<file path="src/rtl/imp_cmd_exec_if.sv">
// imp_cmd_exec_if: command fields from the command-memory writer and executor status back to it
interface imp_cmd_exec_if;
  logic [63:0] TIME;
  logic        DATA_WR;
  logic [47:0] FREQ;
  logic [47:0] FREQ_STEP;
  logic [31:0] FREQ_RATE;
  logic [63:0] TIME_START;
  logic [15:0] N_impulse;
  logic [1:0]  TYPE_impulse;
  logic [31:0] Interval_Ti;
  logic [31:0] Interval_Tp;
  logic [31:0] Tblank1;
  logic [31:0] Tblank2;
  logic        REQ_COMM;
  logic        IMP;
  logic        BLANK;
  logic [47:0] NCO_FREQ;
  logic        FREQ_WR;
  logic        BUSY;
  logic [15:0] IMP_CNT;
  logic        LATE;
  logic        CMD_DROP;
  modport master (
    output TIME, DATA_WR, FREQ, FREQ_STEP, FREQ_RATE, TIME_START, N_impulse, TYPE_impulse,
           Interval_Ti, Interval_Tp, Tblank1, Tblank2,
    input  REQ_COMM, IMP, BLANK, NCO_FREQ, FREQ_WR, BUSY, IMP_CNT, LATE, CMD_DROP
  );
  modport slave (
    input  TIME, DATA_WR, FREQ, FREQ_STEP, FREQ_RATE, TIME_START, N_impulse, TYPE_impulse,
           Interval_Ti, Interval_Tp, Tblank1, Tblank2,
    output REQ_COMM, IMP, BLANK, NCO_FREQ, FREQ_WR, BUSY, IMP_CNT, LATE, CMD_DROP
  );
endinterface

</file>
<file path="src/rtl/imp_cmd_exec.sv">
// imp_cmd_exec: holds one pulse-train command until its start time, then plays blank/impulse/sweep and requests the next
module imp_cmd_exec #(
  parameter int REQ_LEN = 4
) (
  input logic           CLK,
  input logic           rst,
  imp_cmd_exec_if.slave bus
);
  localparam logic [2:0] S_IDLE   = 3'd0;
  localparam logic [2:0] S_ARMED  = 3'd1;
  localparam logic [2:0] S_BLANK1 = 3'd2;
  localparam logic [2:0] S_PULSE  = 3'd3;
  localparam logic [2:0] S_GAP    = 3'd4;
  localparam logic [2:0] S_BLANK2 = 3'd5;
  localparam logic [2:0] S_REQ    = 3'd6;
  logic [2:0]  state_q, state_d;
  logic [31:0] cnt_q, cnt_d, rate_q, rate_d, len_d, gap_len;
  logic [47:0] nco_q, nco_d, freq_q, step_q;
  logic [31:0] frate_q, ti_q, tp_q, tb1_q, tb2_q;
  logic [63:0] ts_q;
  logic [15:0] n_q, imp_cnt_q, imp_cnt_d;
  logic [1:0]  type_q;
  logic        fwr_q, fwr_d, late_q, first_q, drop_q;
  logic        busy, go, done, accept, latch, pulse_start, pulse_end, sweep, reload;
  logic [2:0]  after_train, after_blank1, after_arm, after_gap, after_pulse;
  assign busy         = state_q != S_IDLE && state_q != S_ARMED;
  assign go           = state_q == S_ARMED && bus.TIME >= ts_q;
  assign done         = cnt_q == 32'd0;
  assign accept       = state_q == S_IDLE || (state_q == S_ARMED && !go);
  assign latch        = bus.DATA_WR && accept;
  assign gap_len      = tp_q > ti_q ? tp_q - ti_q : 32'd0;
  assign sweep        = (type_q == 2'd1 || type_q == 2'd2) && frate_q != 32'd0;
  assign after_train  = tb2_q != 32'd0 ? S_BLANK2 : S_REQ;
  assign after_blank1 = n_q != 16'd0 ? S_PULSE : after_train;
  assign after_arm    = tb1_q != 32'd0 ? S_BLANK1 : after_blank1;
  assign after_gap    = imp_cnt_q == n_q ? after_train : S_PULSE;
  assign after_pulse  = gap_len != 32'd0 ? S_GAP : ((imp_cnt_q + 16'd1) == n_q ? after_train : S_PULSE);
  assign pulse_start  = state_d == S_PULSE && (state_q != S_PULSE || done);
  assign pulse_end    = state_q == S_PULSE && done;
  assign reload       = pulse_start && sweep && type_q == 2'd1 && (state_q == S_PULSE || state_q == S_GAP);
  assign imp_cnt_d    = go ? 16'd0 : pulse_end ? imp_cnt_q + 16'd1 : imp_cnt_q;
  assign cnt_d        = busy && !done ? cnt_q - 32'd1 : len_d;
  // Next state; empty states are skipped here so no idle cycle appears between stages
  always_comb begin
    state_d = state_q;
    case (state_q)
      S_IDLE:   state_d = bus.DATA_WR ? S_ARMED : S_IDLE;
      S_ARMED:  state_d = go ? after_arm : S_ARMED;
      S_BLANK1: state_d = done ? after_blank1 : S_BLANK1;
      S_PULSE:  state_d = done ? after_pulse : S_PULSE;
      S_GAP:    state_d = done ? after_gap : S_GAP;
      S_BLANK2: state_d = done ? S_REQ : S_BLANK2;
      S_REQ:    state_d = done ? S_IDLE : S_REQ;
      default:  state_d = S_IDLE;
    endcase
  end
  // Down-counter reload value for the state being entered (duration minus one, exit at zero)
  always_comb begin
    len_d = 32'd0;
    case (state_d)
      S_BLANK1: len_d = tb1_q - 32'd1;
      S_PULSE:  len_d = ti_q == 32'd0 ? 32'd0 : ti_q - 32'd1;
      S_GAP:    len_d = gap_len - 32'd1;
      S_BLANK2: len_d = tb2_q - 32'd1;
      S_REQ:    len_d = 32'(REQ_LEN - 1);
      default:  len_d = 32'd0;
    endcase
  end
  // Frequency word: load on start and on type-1 impulse restarts, step every FREQ_RATE pulse cycles
  always_comb begin
    nco_d  = nco_q;
    rate_d = rate_q;
    fwr_d  = 1'b0;
    if (go || reload) begin
      nco_d  = freq_q;
      rate_d = 32'd0;
      fwr_d  = 1'b1;
    end else if (state_q == S_PULSE && sweep) begin
      rate_d = rate_q == frate_q - 32'd1 ? 32'd0 : rate_q + 32'd1;
      nco_d  = rate_q == frate_q - 32'd1 ? nco_q + step_q : nco_q;
      fwr_d  = rate_q == frate_q - 32'd1;
    end
  end
  // Sequencer, counters and status flags
  always_ff @(posedge CLK or posedge rst) begin
    if (rst) begin
      state_q   <= S_IDLE;
      cnt_q     <= 32'd0;
      rate_q    <= 32'd0;
      nco_q     <= 48'd0;
      fwr_q     <= 1'b0;
      imp_cnt_q <= 16'd0;
      late_q    <= 1'b0;
      first_q   <= 1'b0;
      drop_q    <= 1'b0;
    end else begin
      state_q   <= state_d;
      cnt_q     <= cnt_d;
      rate_q    <= rate_d;
      nco_q     <= nco_d;
      fwr_q     <= fwr_d;
      imp_cnt_q <= imp_cnt_d;
      late_q    <= late_q | (go & first_q);
      first_q   <= latch;
      drop_q    <= bus.DATA_WR & ~accept;
    end
  end
  // Command latch; a write while ARMED replaces the pending command
  always_ff @(posedge CLK or posedge rst) begin
    if (rst) begin
      freq_q  <= 48'd0;
      step_q  <= 48'd0;
      frate_q <= 32'd0;
      ts_q    <= 64'd0;
      n_q     <= 16'd0;
      type_q  <= 2'd0;
      ti_q    <= 32'd0;
      tp_q    <= 32'd0;
      tb1_q   <= 32'd0;
      tb2_q   <= 32'd0;
    end else if (latch) begin
      freq_q  <= bus.FREQ;
      step_q  <= bus.FREQ_STEP;
      frate_q <= bus.FREQ_RATE;
      ts_q    <= bus.TIME_START;
      n_q     <= bus.N_impulse;
      type_q  <= bus.TYPE_impulse;
      ti_q    <= bus.Interval_Ti;
      tp_q    <= bus.Interval_Tp;
      tb1_q   <= bus.Tblank1;
      tb2_q   <= bus.Tblank2;
    end
  end
  assign bus.REQ_COMM = state_q == S_REQ;
  assign bus.IMP      = state_q == S_PULSE;
  assign bus.BLANK    = state_q == S_BLANK1 || state_q == S_BLANK2;
  assign bus.BUSY     = busy;
  assign bus.NCO_FREQ = nco_q;
  assign bus.FREQ_WR  = fwr_q;
  assign bus.IMP_CNT  = imp_cnt_q;
  assign bus.LATE     = late_q;
  assign bus.CMD_DROP = drop_q;
endmodule

</file>
<file path="src/flat_wrapper.sv">
// flat-port wrapper written by rule: the top's interface ports become plain ports
module imp_cmd_exec_flat 
#(
  parameter int REQ_LEN = 4
)
  (CLK, rst, bus_TIME, bus_DATA_WR, bus_FREQ, bus_FREQ_STEP, bus_FREQ_RATE, bus_TIME_START, bus_N_impulse, bus_TYPE_impulse, bus_Interval_Ti, bus_Interval_Tp, bus_Tblank1, bus_Tblank2, bus_REQ_COMM, bus_IMP, bus_BLANK, bus_NCO_FREQ, bus_FREQ_WR, bus_BUSY, bus_IMP_CNT, bus_LATE, bus_CMD_DROP);
  imp_cmd_exec_if bus_i ();
  input logic CLK;
  input logic rst;
  input wire logic [$bits(bus_i.TIME)-1:0] bus_TIME;
  input wire logic [$bits(bus_i.DATA_WR)-1:0] bus_DATA_WR;
  input wire logic [$bits(bus_i.FREQ)-1:0] bus_FREQ;
  input wire logic [$bits(bus_i.FREQ_STEP)-1:0] bus_FREQ_STEP;
  input wire logic [$bits(bus_i.FREQ_RATE)-1:0] bus_FREQ_RATE;
  input wire logic [$bits(bus_i.TIME_START)-1:0] bus_TIME_START;
  input wire logic [$bits(bus_i.N_impulse)-1:0] bus_N_impulse;
  input wire logic [$bits(bus_i.TYPE_impulse)-1:0] bus_TYPE_impulse;
  input wire logic [$bits(bus_i.Interval_Ti)-1:0] bus_Interval_Ti;
  input wire logic [$bits(bus_i.Interval_Tp)-1:0] bus_Interval_Tp;
  input wire logic [$bits(bus_i.Tblank1)-1:0] bus_Tblank1;
  input wire logic [$bits(bus_i.Tblank2)-1:0] bus_Tblank2;
  output wire logic [$bits(bus_i.REQ_COMM)-1:0] bus_REQ_COMM;
  output wire logic [$bits(bus_i.IMP)-1:0] bus_IMP;
  output wire logic [$bits(bus_i.BLANK)-1:0] bus_BLANK;
  output wire logic [$bits(bus_i.NCO_FREQ)-1:0] bus_NCO_FREQ;
  output wire logic [$bits(bus_i.FREQ_WR)-1:0] bus_FREQ_WR;
  output wire logic [$bits(bus_i.BUSY)-1:0] bus_BUSY;
  output wire logic [$bits(bus_i.IMP_CNT)-1:0] bus_IMP_CNT;
  output wire logic [$bits(bus_i.LATE)-1:0] bus_LATE;
  output wire logic [$bits(bus_i.CMD_DROP)-1:0] bus_CMD_DROP;
  assign bus_i.TIME = bus_TIME;
  assign bus_i.DATA_WR = bus_DATA_WR;
  assign bus_i.FREQ = bus_FREQ;
  assign bus_i.FREQ_STEP = bus_FREQ_STEP;
  assign bus_i.FREQ_RATE = bus_FREQ_RATE;
  assign bus_i.TIME_START = bus_TIME_START;
  assign bus_i.N_impulse = bus_N_impulse;
  assign bus_i.TYPE_impulse = bus_TYPE_impulse;
  assign bus_i.Interval_Ti = bus_Interval_Ti;
  assign bus_i.Interval_Tp = bus_Interval_Tp;
  assign bus_i.Tblank1 = bus_Tblank1;
  assign bus_i.Tblank2 = bus_Tblank2;
  assign bus_REQ_COMM = bus_i.REQ_COMM;
  assign bus_IMP = bus_i.IMP;
  assign bus_BLANK = bus_i.BLANK;
  assign bus_NCO_FREQ = bus_i.NCO_FREQ;
  assign bus_FREQ_WR = bus_i.FREQ_WR;
  assign bus_BUSY = bus_i.BUSY;
  assign bus_IMP_CNT = bus_i.IMP_CNT;
  assign bus_LATE = bus_i.LATE;
  assign bus_CMD_DROP = bus_i.CMD_DROP;
  imp_cmd_exec #(.REQ_LEN(REQ_LEN)) u_core (.CLK(CLK), .rst(rst), .bus(bus_i));
endmodule
</file>
<file path="config.mk">
export PLATFORM = sky130hd
export DESIGN_NAME = imp_cmd_exec_flat
export DESIGN_NICKNAME = d
export VERILOG_FILES = /design/src/rtl/imp_cmd_exec_if.sv /design/src/rtl/imp_cmd_exec.sv /design/src/flat_wrapper.sv
export SDC_FILE = /design/constraint.sdc
export NUM_CORES = 2
export LEC_CHECK = 0
export ABC_AREA = 1
export CAP_MARGIN = 40
export CELL_PAD_IN_SITES_DETAIL_PLACEMENT = 0
export CELL_PAD_IN_SITES_GLOBAL_PLACEMENT = 1
export CORE_MARGIN = 2
export CORE_UTILIZATION = 41
export CTS_BUF_LIST = sky130_fd_sc_hd__clkbuf_8
export DETAILED_ROUTE_END_ITERATION = 8
export GPL_TIMING_DRIVEN = 0
export HOLD_SLACK_MARGIN = 0.08
export PLACE_DENSITY_LB_ADDON = 0.2
export SETUP_SLACK_MARGIN = 0.4
export SKIP_LAST_GASP = 1
export SLEW_MARGIN = 20
export SYNTH_ARGS = -nofsm -noshare
export SYNTH_HDL_FRONTEND = slang
export SYNTH_SLANG_ARGS = --single-unit
</file>
<file path="constraint.sdc">
create_clock -name CLK -period 22.4 [get_ports CLK]
set_input_delay 6.72 -clock CLK [delete_from_list [all_inputs] [get_ports CLK]]
set_output_delay 6.72 -clock CLK [all_outputs]
set_load 0.05 [all_outputs]
</file>
### Word-level counts from Yosys, hierarchy flattened

Index checks and enable logic that the tools add are counted.

* register bits: 473
* bits of input ports: 405
* logic and storage cells: 114

* add/sub/neg operators: 10
* magnitude comparators: 2
* equal/unequal tests: 18
* muxes and demuxes: 28
* bitwise gates (word level): 4
* reductions and logical operators: 33

Operator list (number)
* 2-to-1 mux 32 bit: 6
* subtractor 32 x 1 -> 32 bit (second input constant): 6
* one-hot mux 32 bit (5 select lines): 1
* 2-to-1 mux 48 bit: 3
* nonzero test 32 bit: 4
* greater-or-equal comparator 64 bit: 1
* logical NOT 32 bit: 2
* adder 48 bit: 1
* adder 32 x 1 -> 32 bit (second input constant): 1
* equality test 16 bit: 2
* equality test 32 bit: 1
* > comparator 32 bit: 1
* 2-to-1 mux 16 bit: 2
* subtractor 32 bit: 1
* 2-to-1 mux 3 bit: 10
* one-hot mux 3 bit (7 select lines): 1
* equality test 3 bit (second input constant): 6
* adder 16 x 1 -> 16 bit (second input constant): 1
* nonzero test 16 bit: 1
* equality test 3 x 2 -> 1 bit (second input constant): 4
* logical AND 1 bit: 12
* logical OR 1 bit: 6
* nonzero test 2 bit: 3
* 2-to-1 mux 2 bit: 2
* 13 further kinds: 17

### Logic depth before layout (Yosys ltp)

* depth in word-level cells: 14
* depth in mapped cells: 39
* depth with buffers taken out: 39

### Worst setup path before layout

OpenSTA, ideal clock, no wires.

* path kind: in2reg
* from: input port bus_TIME[1]
* to: register u_core.cnt_q[30]
* library setup time: 0.117 ns
* arrival time: 9.964 ns
* path slack: 12.320 ns
* stages on the path: 33
* path through: ha_1 > a21oi_1 > nor2_1 > nor2_1 > nor2_1 > o21ai_0 > nand2_1 > nand2_1 > nand2_1 > nand2_1 > nand3_1 > nand2_1 > inv_1 > o31ai_1 > nand2_1 > a21oi_4 > nand2_4 > buf_2 > nand2_1 > nand2_1 > nor2_1 > ha_1 > nand2_1 > nor2_4 > nand2_1 > nor2_2 > nand2_1 > nand2_1 > nand2_1 > nand2_1 > nand2_1 > nand2_1 > nand2_1

* longest elaborated chain between the ends: 7

Ends and longest elaborated chain
* start, declared: line flat_wrapper.sv:10 `input wire logic [$bits(bus_i.TIME)-1:0] bus_TIME;`
* greater-or-equal comparator 64 bit (*): line imp_cmd_exec.sv:27 `assign go = state_q == S_ARMED && bus.TIME >= ts_q;`
* logical AND 1 bit (*): line imp_cmd_exec.sv:27
* 2-to-1 mux 3 bit (*): line imp_cmd_exec.sv:48 `S_ARMED: state_d = go ? after_arm : S_ARMED;`
* one-hot mux 3 bit (7 select lines) (*): line imp_cmd_exec.sv:46 `case (state_q)`
* equality test 3 bit / equality test 3 x 2 -> 1 bit (equally long branches): line imp_cmd_exec.sv:60 `case (state_d)`
* one-hot mux 32 bit (5 select lines) (*): line imp_cmd_exec.sv:60
* 2-to-1 mux 32 bit (*): line imp_cmd_exec.sv:42 `assign cnt_d = busy && !done ? cnt_q - 32'd1 : len_d;`
* net u_core.cnt_d[30]: line imp_cmd_exec.sv:17 `logic [31:0] cnt_q, cnt_d, rate_q, rate_d, len_d, gap_len;`
* end signal, assigned: line imp_cmd_exec.sv:98 `cnt_q <= cnt_d;`
* end, declared: line imp_cmd_exec.sv:17

The timed path passes the listed nets; every way through them passes the cells marked *.
A chain may end at the register's enable or synchronous reset.

### Worst setup path in the final report

* from: input port bus_TIME[31]
* to: register u_core.cnt_q[13]

The elaborated chain is that of the path after synthesis.

==> flow_summary.toml <==
[critical_path]
end_kind = "register"
cpMaxStageDelayCell = "nor4_1"
r2r-end = "u_core.cnt_q[13]"
path_class = "input pin to register"
critPathRequiredTime_ps = 23030
cp-start-kind = "input pin"
arrival_ps = 12010
critPathMaxFanout = 10
regToRegStartpoint = "u_core.ts_q[31]"
reg2reg_slack_ps = 17120
worst-path-buf-inv = 7
worst-r2r-cell-count = 25
critPathTopFamily = "simple AND/OR/NAND/NOR gates"
crit_top_cell = "nand2_1"
max_stage_delay_ps = 470

[floorplan]
rows = 101
die_area_um2 = 78200
core-area_um2 = 75600
io_pins = 476
chipHeight_um = 280
die_w_um = 280
initial_utilization_pct = 41.2

[global_route]
antenna_found_initial = 24
grt_max_degree = 94
grt_pass1_wl_mm = 174
grt_use_total_pct = 29.0
grt_pass1_vias = 29800
grt-ovfl-total = 0

[logic_synthesis]
synth_top_family_by_area = "simple AND/OR/NAND/NOR gates"
synth-seq-area-share_pct = 38.0
synth_async_sr_flop_share_pct = 100
synth_top_area_share_pct = 38.0
synth_area_leaders = "dfrtp_1, nand2_1, inv_1, ha_1, o21ai_0"
synthesis.nets = 5025
ys_ff_latch = 473
yosys.area_share.simple_pct = 32.9
ys_types = 60
syn_inst = 4466
synth_adder_area_share_pct = 6.24
synth-compound-area-share_pct = 9.90
synth_xor_area_share_pct = 4.67
synth_most_common_cell = "nand2_1"
synthMuxAreaShare_pct = 0.0322
synthFlopType = "dfrtp_1"
syn_area_per_cell_um2 = 6.97
synth_area_um2 = 31100
yosysTopAreaCell = "dfrtp_1"
synth_edf_count = 0
yosysWarnings = 0
yosys-top-cells-count = "nand2_1, inv_1, dfrtp_1"

[cts]
clkTransAtPathRegs_ps = 70
cts-resized-gates = 0
cts_sinks = 473
cts_buffer_depth = 3
numCtsBuffers = 90
h-tree-depth = 3
cts_tree = "done"
clock_latency_ps = 720
cts_hold_buf = 0
post-cts-setup-buffers = 0
cts_root_buf = "clkbuf_8"

[placement]
portBuffers = 475
place_area_um2 = 37400
place.gp.congestion = 0.942
dpl_worst_slack_ps = 10390
dp_hpwl_mm = 92.1

[sta]
fin_hold_ws_ps = 471
setup_viol = 0
max_freq_mhz = 87.9
post-route-period-util_pct = 50.8
min_period_ps = 11380
relSlewSlack_pct = 44.6
fin_skew_ps = 48.5
slew_viol_final = 0
rsz0062_at_grt = "false"
fin_ws_ps = 11020
tightest_slew_ps = 830
finalHoldViolCount = 0

[worst_hold_path]
min_path_cells = 1
min_from = "u_core.first_q"
worstHoldEndpoint = "u_core.bus.LATE"
hp-class = "register to register"

[detailed_routing]
dr_total_vias = 30500
antenna_left = 0
drtPass1Iterations = 5
routedWlPerCell_um = 18.7
drt-total-wl_mm = 114
vias_per_cell = 4.99
drcViolationCount = 0
drtIter0Drc = 2128

[final_layout]
final-seq-area_um2 = 11800
nNetsFinal = 5610
multiInputGateArea_um2 = 16700
fin_area_um2 = 39400
fillers = 7715
layout-drive-gt1-share_pct = 5.71
area_growth_pct = 26.5

[power]
powerDensity_nw_per_um2 = 48.0
p_leak_uw = 0.0199
peakVddDrop_uv = 43.2

[run_status]
status = "complete, no violations"

[flow_run]
cap_violations = 0
## layer usage
layer / wire length (um) / global-route usage [%]
met5: 148 / 0
met1: 51300 / 38.4
met3: 6200 / 5.51
met4: 3260 / 8.80
met2: 53200 / 48.0
## layout by cell type, fill, tap and decap left out, types with 94 or more instances in the layout
cell type        count
dfrtp_1            473
nor2_1             365
ha_1               152
clkdlybuf4s50_1    475
inv_1              530
nand4_1             94
clkbuf_8           114
a21oi_1            136
o21ai_0            309
nand2_1           1621
nand3_1            151
xor2_1             124
## registers in the layout, indices dropped and copies added (netlist names)
name and cells:
u_core.bus.CMD_DROP 1, u_core.bus.FREQ_WR 1, u_core.bus.IMP_CNT 16, u_core.bus.LATE 1
u_core.bus.NCO_FREQ 48, u_core.cnt_q 32, u_core.first_q 1, u_core.frate_q 32
u_core.freq_q 48, u_core.n_q 16, u_core.rate_q 32, u_core.state_q 3
u_core.step_q 48, u_core.tb1_q 32, u_core.tb2_q 32, u_core.ti_q 32
u_core.tp_q 32, u_core.ts_q 64, u_core.type_q 2
## cells by family after synthesis
| group | after synthesis |
|---|---|
| buffers and inverters | 660 |
| AO/OA/AOI/OAI | 569 |
| flip-flops | 473 |
| adder cells (fa/ha/maj) | 154 |
| XOR/XNOR | 166 |
| multiplexers | 1 |
| AND/OR/NAND/NOR | 2443 |
## area by class of cell
cell class	instances	share of cell area (%)
antenna	10	0.0635
buffer	131	1.48
clock buffer	114	3.98
clock inverter	45	0.940
inverter	529	5.07
multi-input combinational	3333	42.5
sequential	473	30.0
tap	978	3.11
timing repair buffer	493	12.9
## where the power goes
| group | leakage (uW) | internal [uW] | switching, uW | total (uW) |
|---|---|---|---|---|
| registers | 0.00547 | 855 | 0.0307 | 855 |
| clock network | 0.00108 | 518 | 412 | 930 |
| logic | 0.0133 | 67.2 | 37.5 | 105 |
| total | 0.0199 | 1440 | 450 | 1890 |
## metrics by stage
stage / setup TNS [ps] / utilization [%] / power, uW / std cells
after global routing: 0 / 52.1 / 1950 / 6104
final: 0 / 52.1 / 1890 / 6106
after CTS: 0 / 52.1 / 1910 / 6095
after global placement: -1977950 / 49.1 / 973 / 5919
after floorplan: 0 / - / 889 / 4466
after detailed placement: 0 / 49.5 / 976 / 5936
## worst reg2reg max path: cells and delay by family (launching register included)
kind / cells / cell delay, ps
AND/OR/NAND/NOR: 14 / 2680
flip-flops: 1 / 320
buffers and inverters: 7 / 1390
adder cells (fa/ha/maj): 1 / 310
AO/OA/AOI/OAI: 3 / 520
## worst max path at each step
stage	start	to	slack (ps)	cells after the start
after floorplan	rst	u_core.bus.CMD_DROP	2490	1
after global placement	rst	u_core.frate_q[9]	-4260	2
after detailed placement	bus_TIME[31]	u_core.cnt_q[12]	10390	31
after CTS	bus_TIME[31]	u_core.cnt_q[12]	11090	31
after global routing	bus_TIME[55]	u_core.cnt_q[13]	10670	25
final	bus_TIME[31]	u_core.cnt_q[13]	11020	25
(Power assumes the default switching activity.)
